--- config.mk ---
export PLATFORM = sky130hd
export DESIGN_NAME = trace_capture_flat
export DESIGN_NICKNAME = d
export VERILOG_FILES = /design/src/rtl/trace_pkg.sv /design/src/rtl/trace_capture_if.sv /design/src/rtl/trace_fifo.sv /design/src/rtl/trace_capture.sv /design/src/flat_wrapper.sv
export SDC_FILE = /design/constraint.sdc
export NUM_CORES = 2
export LEC_CHECK = 0
export ABC_AREA = 1
export BUFFER_PORTS_ARGS = -buffer_cell sky130_fd_sc_hd__buf_2
export CORE_ASPECT_RATIO = 0.8
export CORE_MARGIN = 4
export CORE_UTILIZATION = 45
export DETAILED_ROUTE_END_ITERATION = 10
export GPL_TIMING_DRIVEN = 0
export PLACE_DENSITY_LB_ADDON = 0.25
export SYNTH_ARGS = -nofsm -noshare
export SYNTH_HDL_FRONTEND = slang
export SYNTH_SLANG_ARGS = --single-unit
--- constraint.sdc ---
create_clock -name clk -period 7.9 [get_ports clk]
set_clock_uncertainty 0.2 [all_clocks]
set_input_delay 0.395 -clock clk [delete_from_list [all_inputs] [get_ports clk]]
set_output_delay 0.395 -clock clk [all_outputs]
set_load 0.03 [all_outputs]
--- src/rtl/trace_pkg.sv ---
// Shared definitions for the instruction trace capture block.
// Holds the control state encoding, halt-reason codes and the bit offsets
// of each field inside a trace entry (LSB first: rf_wdata, rf_waddr, rf_we,
// commit_instr, commit_pc, optional timestamp).
// Build option: TRACE_TIMESTAMP_EN prepends a 16-bit cycle stamp to entries.
package trace_pkg;

  typedef enum logic [1:0] {
    ST_IDLE = 2'd0,
    ST_RUN  = 2'd1,
    ST_HALT = 2'd2
  } state_e;

  typedef enum logic [1:0] {
    HR_NONE       = 2'd0,
    HR_LIMIT      = 2'd1,
    HR_HALT_INSTR = 2'd2,
    HR_FULL       = 2'd3
  } halt_reason_e;

`ifdef TRACE_TIMESTAMP_EN
  localparam int unsigned TS_W = 16;
`else
  localparam int unsigned TS_W = 0;
`endif

  localparam int unsigned INSTR_W   = 32;
  localparam int unsigned WADDR_W   = 5;
  localparam int unsigned OFF_WDATA = 0;

  // Field offsets depend on XLEN, so they are computed per instance.
  function automatic int unsigned off_waddr(input int unsigned xlen);
    return xlen;
  endfunction

  function automatic int unsigned off_we(input int unsigned xlen);
    return xlen + WADDR_W;
  endfunction

  function automatic int unsigned off_instr(input int unsigned xlen);
    return xlen + WADDR_W + 1;
  endfunction

  function automatic int unsigned off_pc(input int unsigned xlen);
    return xlen + WADDR_W + 1 + INSTR_W;
  endfunction

  function automatic int unsigned off_ts(input int unsigned xlen);
    return 2 * xlen + WADDR_W + 1 + INSTR_W;
  endfunction

  function automatic int unsigned entry_w(input int unsigned xlen);
    return off_ts(xlen) + TS_W;
  endfunction

endpackage

--- src/rtl/trace_capture_if.sv ---
// Commit bus and drain port of the trace capture block.
// master: core/reader side (drives commit fields and rd_en).
// slave : trace_capture side (returns rd_valid/rd_data).
// Entry width follows TRACE_TIMESTAMP_EN through trace_pkg::entry_w.
interface trace_capture_if #(
  parameter int unsigned XLEN = 32
);
  import trace_pkg::*;

  localparam int unsigned ENTRY_W = entry_w(XLEN);

  logic               commit_valid;
  logic [XLEN-1:0]    commit_pc;
  logic [31:0]        commit_instr;
  logic               rf_we;
  logic [4:0]         rf_waddr;
  logic [XLEN-1:0]    rf_wdata;
  logic               rd_en;
  logic               rd_valid;
  logic [ENTRY_W-1:0] rd_data;

  modport master (
    output commit_valid, commit_pc, commit_instr, rf_we, rf_waddr, rf_wdata, rd_en,
    input  rd_valid, rd_data
  );

  modport slave (
    input  commit_valid, commit_pc, commit_instr, rf_we, rf_waddr, rf_wdata, rd_en,
    output rd_valid, rd_data
  );

endinterface

--- src/rtl/trace_fifo.sv ---
// Trace entry storage: circular buffer with occupancy count and a
// registered, latency-1 read port.
// Ports: push/push_data write side; pop read request; rd_valid/rd_data
// registered read result; count occupancy; drop_c/overwrite_c flag a push
// that meets a full buffer with no simultaneous pop (drop when WRAP=0,
// overwrite-oldest when WRAP=1).
module trace_fifo #(
  parameter int unsigned WIDTH = 102,
  parameter int unsigned DEPTH = 16,
  parameter int unsigned WRAP  = 0
) (
  input  logic                   clk,
  input  logic                   rstn,
  input  logic                   push,
  input  logic [WIDTH-1:0]       push_data,
  input  logic                   pop,
  output logic                   rd_valid,
  output logic [WIDTH-1:0]       rd_data,
  output logic [$clog2(DEPTH):0] count,
  output logic                   drop_c,
  output logic                   overwrite_c
);

  localparam int unsigned PTR_W = $clog2(DEPTH);
  localparam int unsigned CNT_W = PTR_W + 1;

  logic [WIDTH-1:0] mem_q [DEPTH];
  logic [PTR_W-1:0] wr_ptr_q, wr_ptr_d;
  logic [PTR_W-1:0] rd_ptr_q, rd_ptr_d;
  logic [CNT_W-1:0] count_q, count_d;
  logic             rd_valid_q, rd_valid_d;
  logic [WIDTH-1:0] rd_data_q, rd_data_d;
  logic             full_c, pop_fire_c, wr_fire_c;

  // Pointer/count update; a pop frees a slot so full+push+pop never drops.
  always_comb begin
    full_c      = (count_q == CNT_W'(DEPTH));
    pop_fire_c  = pop && (count_q != '0);
    drop_c      = push && full_c && !pop_fire_c && (WRAP == 0);
    overwrite_c = push && full_c && !pop_fire_c && (WRAP != 0);
    wr_fire_c   = push && !drop_c;

    wr_ptr_d = wr_fire_c ? wr_ptr_q + PTR_W'(1) : wr_ptr_q;
    // Overwrite lands on the oldest slot, so the read pointer skips past it.
    rd_ptr_d = (pop_fire_c || overwrite_c) ? rd_ptr_q + PTR_W'(1) : rd_ptr_q;

    count_d = count_q;
    if (wr_fire_c && !overwrite_c && !pop_fire_c) begin
      count_d = count_q + CNT_W'(1);
    end else if (pop_fire_c && !wr_fire_c) begin
      count_d = count_q - CNT_W'(1);
    end

    rd_valid_d = pop_fire_c;
    rd_data_d  = pop_fire_c ? mem_q[rd_ptr_q] : rd_data_q;
  end

  always_ff @(posedge clk or negedge rstn) begin
    if (!rstn) begin
      wr_ptr_q   <= '0;
      rd_ptr_q   <= '0;
      count_q    <= '0;
      rd_valid_q <= 1'b0;
      rd_data_q  <= '0;
    end else begin
      wr_ptr_q   <= wr_ptr_d;
      rd_ptr_q   <= rd_ptr_d;
      count_q    <= count_d;
      rd_valid_q <= rd_valid_d;
      rd_data_q  <= rd_data_d;
    end
  end

  // Storage array is intentionally not reset.
  always_ff @(posedge clk) begin
    if (wr_fire_c) begin
      mem_q[wr_ptr_q] <= push_data;
    end
  end

  assign rd_valid = rd_valid_q;
  assign rd_data  = rd_data_q;
  assign count    = count_q;

endmodule

--- src/rtl/trace_capture.sv ---
// Instruction trace capture: records retiring instructions and their
// register writes into a trace buffer during a capture run.
// Ports: clk, rstn (async active-low), arm (start/restart a run),
// bus (commit input + drain port, trace_capture_if.slave), count
// (buffer occupancy), running, halt_reason, overflow (sticky overwrite).
// Build option: TRACE_TIMESTAMP_EN adds the run cycle count at push time
// as the top field of each entry.
module trace_capture
  import trace_pkg::*;
#(
  parameter int unsigned XLEN        = 32,
  parameter int unsigned DEPTH       = 16,
  parameter int unsigned CYCLE_LIMIT = 500,
  parameter logic [31:0] HALT_INSTR  = 32'hFFFF_FFFF,
  parameter int unsigned WRAP        = 0
) (
  input  logic                   clk,
  input  logic                   rstn,
  input  logic                   arm,
  trace_capture_if.slave         bus,
  output logic [$clog2(DEPTH):0] count,
  output logic                   running,
  output logic [1:0]             halt_reason,
  output logic                   overflow
);

  localparam int unsigned ENTRY_W = entry_w(XLEN);
  localparam int unsigned O_WADDR = off_waddr(XLEN);
  localparam int unsigned O_WE    = off_we(XLEN);
  localparam int unsigned O_INSTR = off_instr(XLEN);
  localparam int unsigned O_PC    = off_pc(XLEN);
  localparam int unsigned LIM_W   = $clog2(CYCLE_LIMIT + 1);
  // Counter is at least 16 bits so it can also feed the timestamp field.
  localparam int unsigned CYC_W   = (LIM_W > 16) ? LIM_W : 16;

  state_e         state_q, state_d;
  halt_reason_e   halt_reason_q, halt_reason_d;
  logic [CYC_W-1:0] cyc_q, cyc_d, cyc_inc_c;
  logic           overflow_q, overflow_d;
  logic           running_q, running_d;
  logic           push_c, drop_c, overwrite_c;
  logic [ENTRY_W-1:0] entry_c;
  logic           fifo_rd_valid;
  logic [ENTRY_W-1:0] fifo_rd_data;

  assign push_c    = (state_q == ST_RUN) && bus.commit_valid;
  assign cyc_inc_c = cyc_q + CYC_W'(1);

  // Entry assembly; a write to x0 is recorded as no write.
  always_comb begin
    entry_c = '0;
    entry_c[OFF_WDATA +: XLEN]  = bus.rf_wdata;
    entry_c[O_WADDR +: WADDR_W] = bus.rf_waddr;
    entry_c[O_WE]               = bus.rf_we && (bus.rf_waddr != 5'd0);
    entry_c[O_INSTR +: INSTR_W] = bus.commit_instr;
    entry_c[O_PC +: XLEN]       = bus.commit_pc;
`ifdef TRACE_TIMESTAMP_EN
    entry_c[off_ts(XLEN) +: TS_W] = cyc_q[TS_W-1:0];
`endif
  end

  // Capture control: next state, cycle counter, halt reason, sticky overflow.
  always_comb begin
    state_d       = state_q;
    cyc_d         = cyc_q;
    halt_reason_d = halt_reason_q;
    overflow_d    = overflow_q;

    unique case (state_q)
      ST_IDLE, ST_HALT: begin
        // Re-arming keeps buffered entries; only run status is cleared.
        if (arm) begin
          state_d       = ST_RUN;
          cyc_d         = '0;
          halt_reason_d = HR_NONE;
          overflow_d    = 1'b0;
        end
      end
      ST_RUN: begin
        cyc_d = cyc_inc_c;
        if (overwrite_c) begin
          overflow_d = 1'b1;
        end
        // Halt priority: halt instruction, then full drop, then cycle limit.
        if (push_c && (bus.commit_instr == HALT_INSTR)) begin
          state_d       = ST_HALT;
          halt_reason_d = HR_HALT_INSTR;
        end else if (drop_c) begin
          state_d       = ST_HALT;
          halt_reason_d = HR_FULL;
        end else if (cyc_inc_c == CYC_W'(CYCLE_LIMIT)) begin
          state_d       = ST_HALT;
          halt_reason_d = HR_LIMIT;
        end
      end
      default: begin
        state_d = ST_IDLE;
      end
    endcase

    running_d = (state_d == ST_RUN);
  end

  always_ff @(posedge clk or negedge rstn) begin
    if (!rstn) begin
      state_q       <= ST_IDLE;
      cyc_q         <= '0;
      halt_reason_q <= HR_NONE;
      overflow_q    <= 1'b0;
      running_q     <= 1'b0;
    end else begin
      state_q       <= state_d;
      cyc_q         <= cyc_d;
      halt_reason_q <= halt_reason_d;
      overflow_q    <= overflow_d;
      running_q     <= running_d;
    end
  end

  trace_fifo #(
    .WIDTH (ENTRY_W),
    .DEPTH (DEPTH),
    .WRAP  (WRAP)
  ) u_fifo (
    .clk         (clk),
    .rstn        (rstn),
    .push        (push_c),
    .push_data   (entry_c),
    .pop         (bus.rd_en),
    .rd_valid    (fifo_rd_valid),
    .rd_data     (fifo_rd_data),
    .count       (count),
    .drop_c      (drop_c),
    .overwrite_c (overwrite_c)
  );

  assign bus.rd_valid = fifo_rd_valid;
  assign bus.rd_data  = fifo_rd_data;
  assign running      = running_q;
  assign halt_reason  = halt_reason_q;
  assign overflow     = overflow_q;

endmodule
--- src/flat_wrapper.sv ---
// flat-port wrapper written by rule: the top's interface ports become plain ports
module trace_capture_flat import trace_pkg::*;
#(
  parameter int unsigned XLEN        = 32,
  parameter int unsigned DEPTH       = 16,
  parameter int unsigned CYCLE_LIMIT = 500,
  parameter logic [31:0] HALT_INSTR  = 32'hFFFF_FFFF,
  parameter int unsigned WRAP        = 0
)
  (clk, rstn, arm, count, running, halt_reason, overflow, bus_commit_valid, bus_commit_pc, bus_commit_instr, bus_rf_we, bus_rf_waddr, bus_rf_wdata, bus_rd_en, bus_rd_valid, bus_rd_data);
  trace_capture_if #(.XLEN(XLEN)) bus_i ();
  input  logic clk;
  input  logic rstn;
  input  logic arm;
  output logic [$clog2(DEPTH):0] count;
  output logic running;
  output logic [1:0] halt_reason;
  output logic overflow;
  input wire logic [$bits(bus_i.commit_valid)-1:0] bus_commit_valid;
  input wire logic [$bits(bus_i.commit_pc)-1:0] bus_commit_pc;
  input wire logic [$bits(bus_i.commit_instr)-1:0] bus_commit_instr;
  input wire logic [$bits(bus_i.rf_we)-1:0] bus_rf_we;
  input wire logic [$bits(bus_i.rf_waddr)-1:0] bus_rf_waddr;
  input wire logic [$bits(bus_i.rf_wdata)-1:0] bus_rf_wdata;
  input wire logic [$bits(bus_i.rd_en)-1:0] bus_rd_en;
  output wire logic [$bits(bus_i.rd_valid)-1:0] bus_rd_valid;
  output wire logic [$bits(bus_i.rd_data)-1:0] bus_rd_data;
  assign bus_i.commit_valid = bus_commit_valid;
  assign bus_i.commit_pc = bus_commit_pc;
  assign bus_i.commit_instr = bus_commit_instr;
  assign bus_i.rf_we = bus_rf_we;
  assign bus_i.rf_waddr = bus_rf_waddr;
  assign bus_i.rf_wdata = bus_rf_wdata;
  assign bus_i.rd_en = bus_rd_en;
  assign bus_rd_valid = bus_i.rd_valid;
  assign bus_rd_data = bus_i.rd_data;
  trace_capture #(.XLEN(XLEN), .DEPTH(DEPTH), .CYCLE_LIMIT(CYCLE_LIMIT), .HALT_INSTR(HALT_INSTR), .WRAP(WRAP)) u_core (.clk(clk), .rstn(rstn), .arm(arm), .bus(bus_i), .count(count), .running(running), .halt_reason(halt_reason), .overflow(overflow));
endmodule
==> impl_metrics.yaml <==
detailed_routing:
  first_pass_iters: 8
  ant_nets: 0
  routed.top_layer: "met5"
  wl_mm: 221
  vias: 46856
  wl_met2_mm: 97.9
  wl_met3_mm: 25.0
  drcViolationCount: 0
  drtIter0Drc: 6915
  routedWlPerCell_microns: 28.5
  wl_met1_mm: 89.4
  vias_per_cell: 6.05
pwr:
  swShare: 0.394
  pwr-share-comb: 0.357
  power_frac_seq: 0.375
  clkPwrFrac: 0.268
  switchingPower_mw: 12.4
  power_mw: 31.4
  powerDensity_nw_per_um2: 389
  power.leakage_nw: 26.7
  p_int_mw: 19.0
  ir_drop_uv: 287
critical_path:
  cp_data_arrival_time_ns: 4.72
  start_kind: "register"
  r2r_slack_ns: 3.67
  endpoint_kind: "register"
  worstPathMaxFanout: 10
  cp_data_required_time_ns: 8.39
  reg2reg_to: "u_core.u_fifo.count[4]"
  r2r_cells: 14
  rr_startpoint: "u_core.u_fifo.count[1]"
  crit_type: "register to register"
yosys:
  ys_warn_count: 0
  synth.distinct_cells: 36
  seq_area_frac_synth: 0.766
  syn-mean-instance-area_sq_um: 13.7
  syn_inst: 5016
  synth_fp_nets: 5134
  syn-cell-area_sq_um: 68500
  synth_seq_cells: 1769
timing:
  max_clock_freq_mhz: 236
  fin_crit_sh: 0.536
  rsz0062_at_grt: "no"
  setup_tns_ns: 0
  tightestPinTransition_ns: 1.35
  setup_violations: 0
  relSlewSlack: 0.102
  hold_violations: 0
  drv_slew: 0
  fin_ws_ns: 3.67
  finalHoldWorstSlack_ns: 0.273
  fin_crit_ns: 4.23
clock_network:
  clkLatencyLatePin_ns: 0.82
  path_clk_slew_ns: 0.06
  cts_num_sinks: 1769
  cts_setup_buffers: 0
  htree_levels: 4
  cts_hold_buf: 110
  postCtsResizedCells: 0
  clock_path_buffers: 3
  clockRootBuffer: "clkbuf_16"
  cts_tree: "done"
  cts_buffers: 171
cells_and_area:
  fin_nets: 5712
  area_delta_synth_final_pct: 18.0
  fillers: 12274
  post-route-cell-area_sq_um: 80800
  final_core_util: 0.537
  stdcell_count: 7751
  drive_above_1_share: 0.132
  layout_common_cells: "1,632 x edfxtp_1, 1,055 x nor2_1, 820 x o21ai_0"
  final_common_cell: "edfxtp_1"
placed_design:
  post-place-ws_ns: 3.87
  dp.cells: 7310
  port_buffers: 217
  dp.final_hpwl_mm: 145
  finalWeightedCongestion: 0.824
  place_area_sq_um: 73900
global_route:
  overflow: 0
  antenna_found_initial: 15
  grt_start_max_net_pins: 94
  grt_pass1_vias: 44427
  grt_pass1_wl_mm: 315
  grt_use_total: 0.274
floorplanning:
  dieArea_sq_um: 159000
  die_h_microns: 357
  core-area_sq_um: 150000
  row_count: 127
  dieWidth_microns: 444
  initial_utilization: 0.455
  io_pins: 219
worst_hold_path:
  worstHoldStart: "u_core.u_fifo.rd_data[94]"
  hp-class: "register to register"
  min_delay_path_depth: 2
  min_to: "u_core.u_fifo.rd_data[94]"
job:
  drv_cap: 0
run_status:
  outcome: "finished clean"
-- worst max-delay path by stage --
stage,start,to,slack [ns],cells after the start
after floorplan,u_core.u_fifo.count[0],u_core.u_fifo.mem_q[11][0],1.76,6
after global placement,bus_rd_en,u_core.u_fifo.mem_q[15][2],-3.72,7
after detailed placement,u_core.u_fifo.count[1],u_core.u_fifo.count[4],3.87,14
after CTS,u_core.u_fifo.count[1],u_core.u_fifo.count[4],3.73,14
after global routing,u_core.u_fifo.count[1],u_core.u_fifo.count[4],3.49,14
final,u_core.u_fifo.count[1],u_core.u_fifo.count[4],3.67,14
-- kinds of logic (layout without fill, tap and decap cells) --
group | Yosys count | in the layout | share of synthesized area
AOI/OAI and AO/OA | 1442 | 1442 | 0.124
adders and majority gates | 11 | 11 | 0.00212
other | 1 | 8 | 0.0000548
and+or+nand+nor | 1378 | 1378 | 0.0794
xor gates and xnor gates | 10 | 10 | 0.00128
buffers and inverters | 405 | 1134 | 0.0278
DFF | 1769 | 1769 | 0.766
-- cell type report --
type,count,area (sq um),area share
Tap cell,1999,2500,0.0309
Timing Repair Buffer,405,3910,0.0484
Clock buffer,233,4820,0.0597
Buffer,365,1750,0.0217
Multi-Input combinational cell,2842,14300,0.176
Sequential cell,1769,52400,0.649
Inverter,40,155,0.00192
Clock inverter,91,967,0.0120
Antenna cell,7,17.5,0.000217
-- cells in the mapped netlist, drive strengths merged --
| master | n | area share |
|---|---|---|
| edfxtp | 1632 | 0.72 |
| nor2 | 1074 | 0.059 |
| o21ai | 920 | 0.067 |
| o221ai | 240 | 0.031 |
| clkbuf | 199 | 0.011 |
| o22ai | 185 | 0.017 |
| buf | 166 | 0.015 |
| nand2 | 146 | 0.0081 |
| nand3 | 140 | 0.010 |
| dfrtp | 137 | 0.050 |
| a31oi | 85 | 0.0078 |
| inv | 38 | 0.0021 |
| nand4 | 13 | 0.0012 |
| a21oi | 11 | 0.00080 |
| ha | 10 | 0.0018 |
| xor2 | 8 | 0.0010 |
| clkinv | 2 | 0.00018 |
| or2 | 2 | 0.00018 |
| xnor2 | 2 | 0.00026 |
| a211oi | 1 | 0.00011 |
| conb | 1 | 0.000055 |
| fa | 1 | 0.00029 |
| nor3 | 1 | 0.000073 |
| nor4 | 1 | 0.00018 |
| or4 | 1 | 0.00011 |
-- routing by layer --
layer  vias to the layer above  GRT usage
met5                         -          0
met4                         4      0.105
met3                       406     0.0634
met2                      2908      0.412
met1                     23436      0.390
li1                      20102          -
-- critical path, cell delays in order, from the launching register on --
cell and delay (ns):
dfrtp_1 0.44, nor4_2 0.40, nand2_1 0.08, nand2_1 0.34, clkbuf_1 1.03, ha_1 0.41
inv_1 0.11, ha_1 0.34, nand2_1 0.09, nor2_1 0.04, a211oi_1 0.28, nand2_1 0.09
nand2_1 0.07, nor2_1 0.04, xor2_1 0.14
-- flip-flops by register name (all words and copies together) (netlist names) --
signal / count
u_core.u_fifo.count: 5
u_core.u_fifo.mem_q: 1632
u_core.running: 1
u_core.u_fifo.wr_ptr_q: 4
u_core.u_fifo.rd_data: 102
u_core.halt_reason: 2
u_core.state_q: 2
u_core.u_fifo.rd_valid: 1
u_core.u_fifo.rd_ptr_q: 4
u_core.cyc_q: 16
-- power groups by stage --
stage	combinational (mW)	clock, mW	sequential, mW
after floorplan	5.54	0	12.5
after global placement	10.5	0	12.3
after detailed placement	10.9	0	12.0
after CTS	11.0	8.45	11.8
after global routing	11.9	8.88	11.8
final	11.2	8.42	11.8
(Power assumes the default switching activity.)
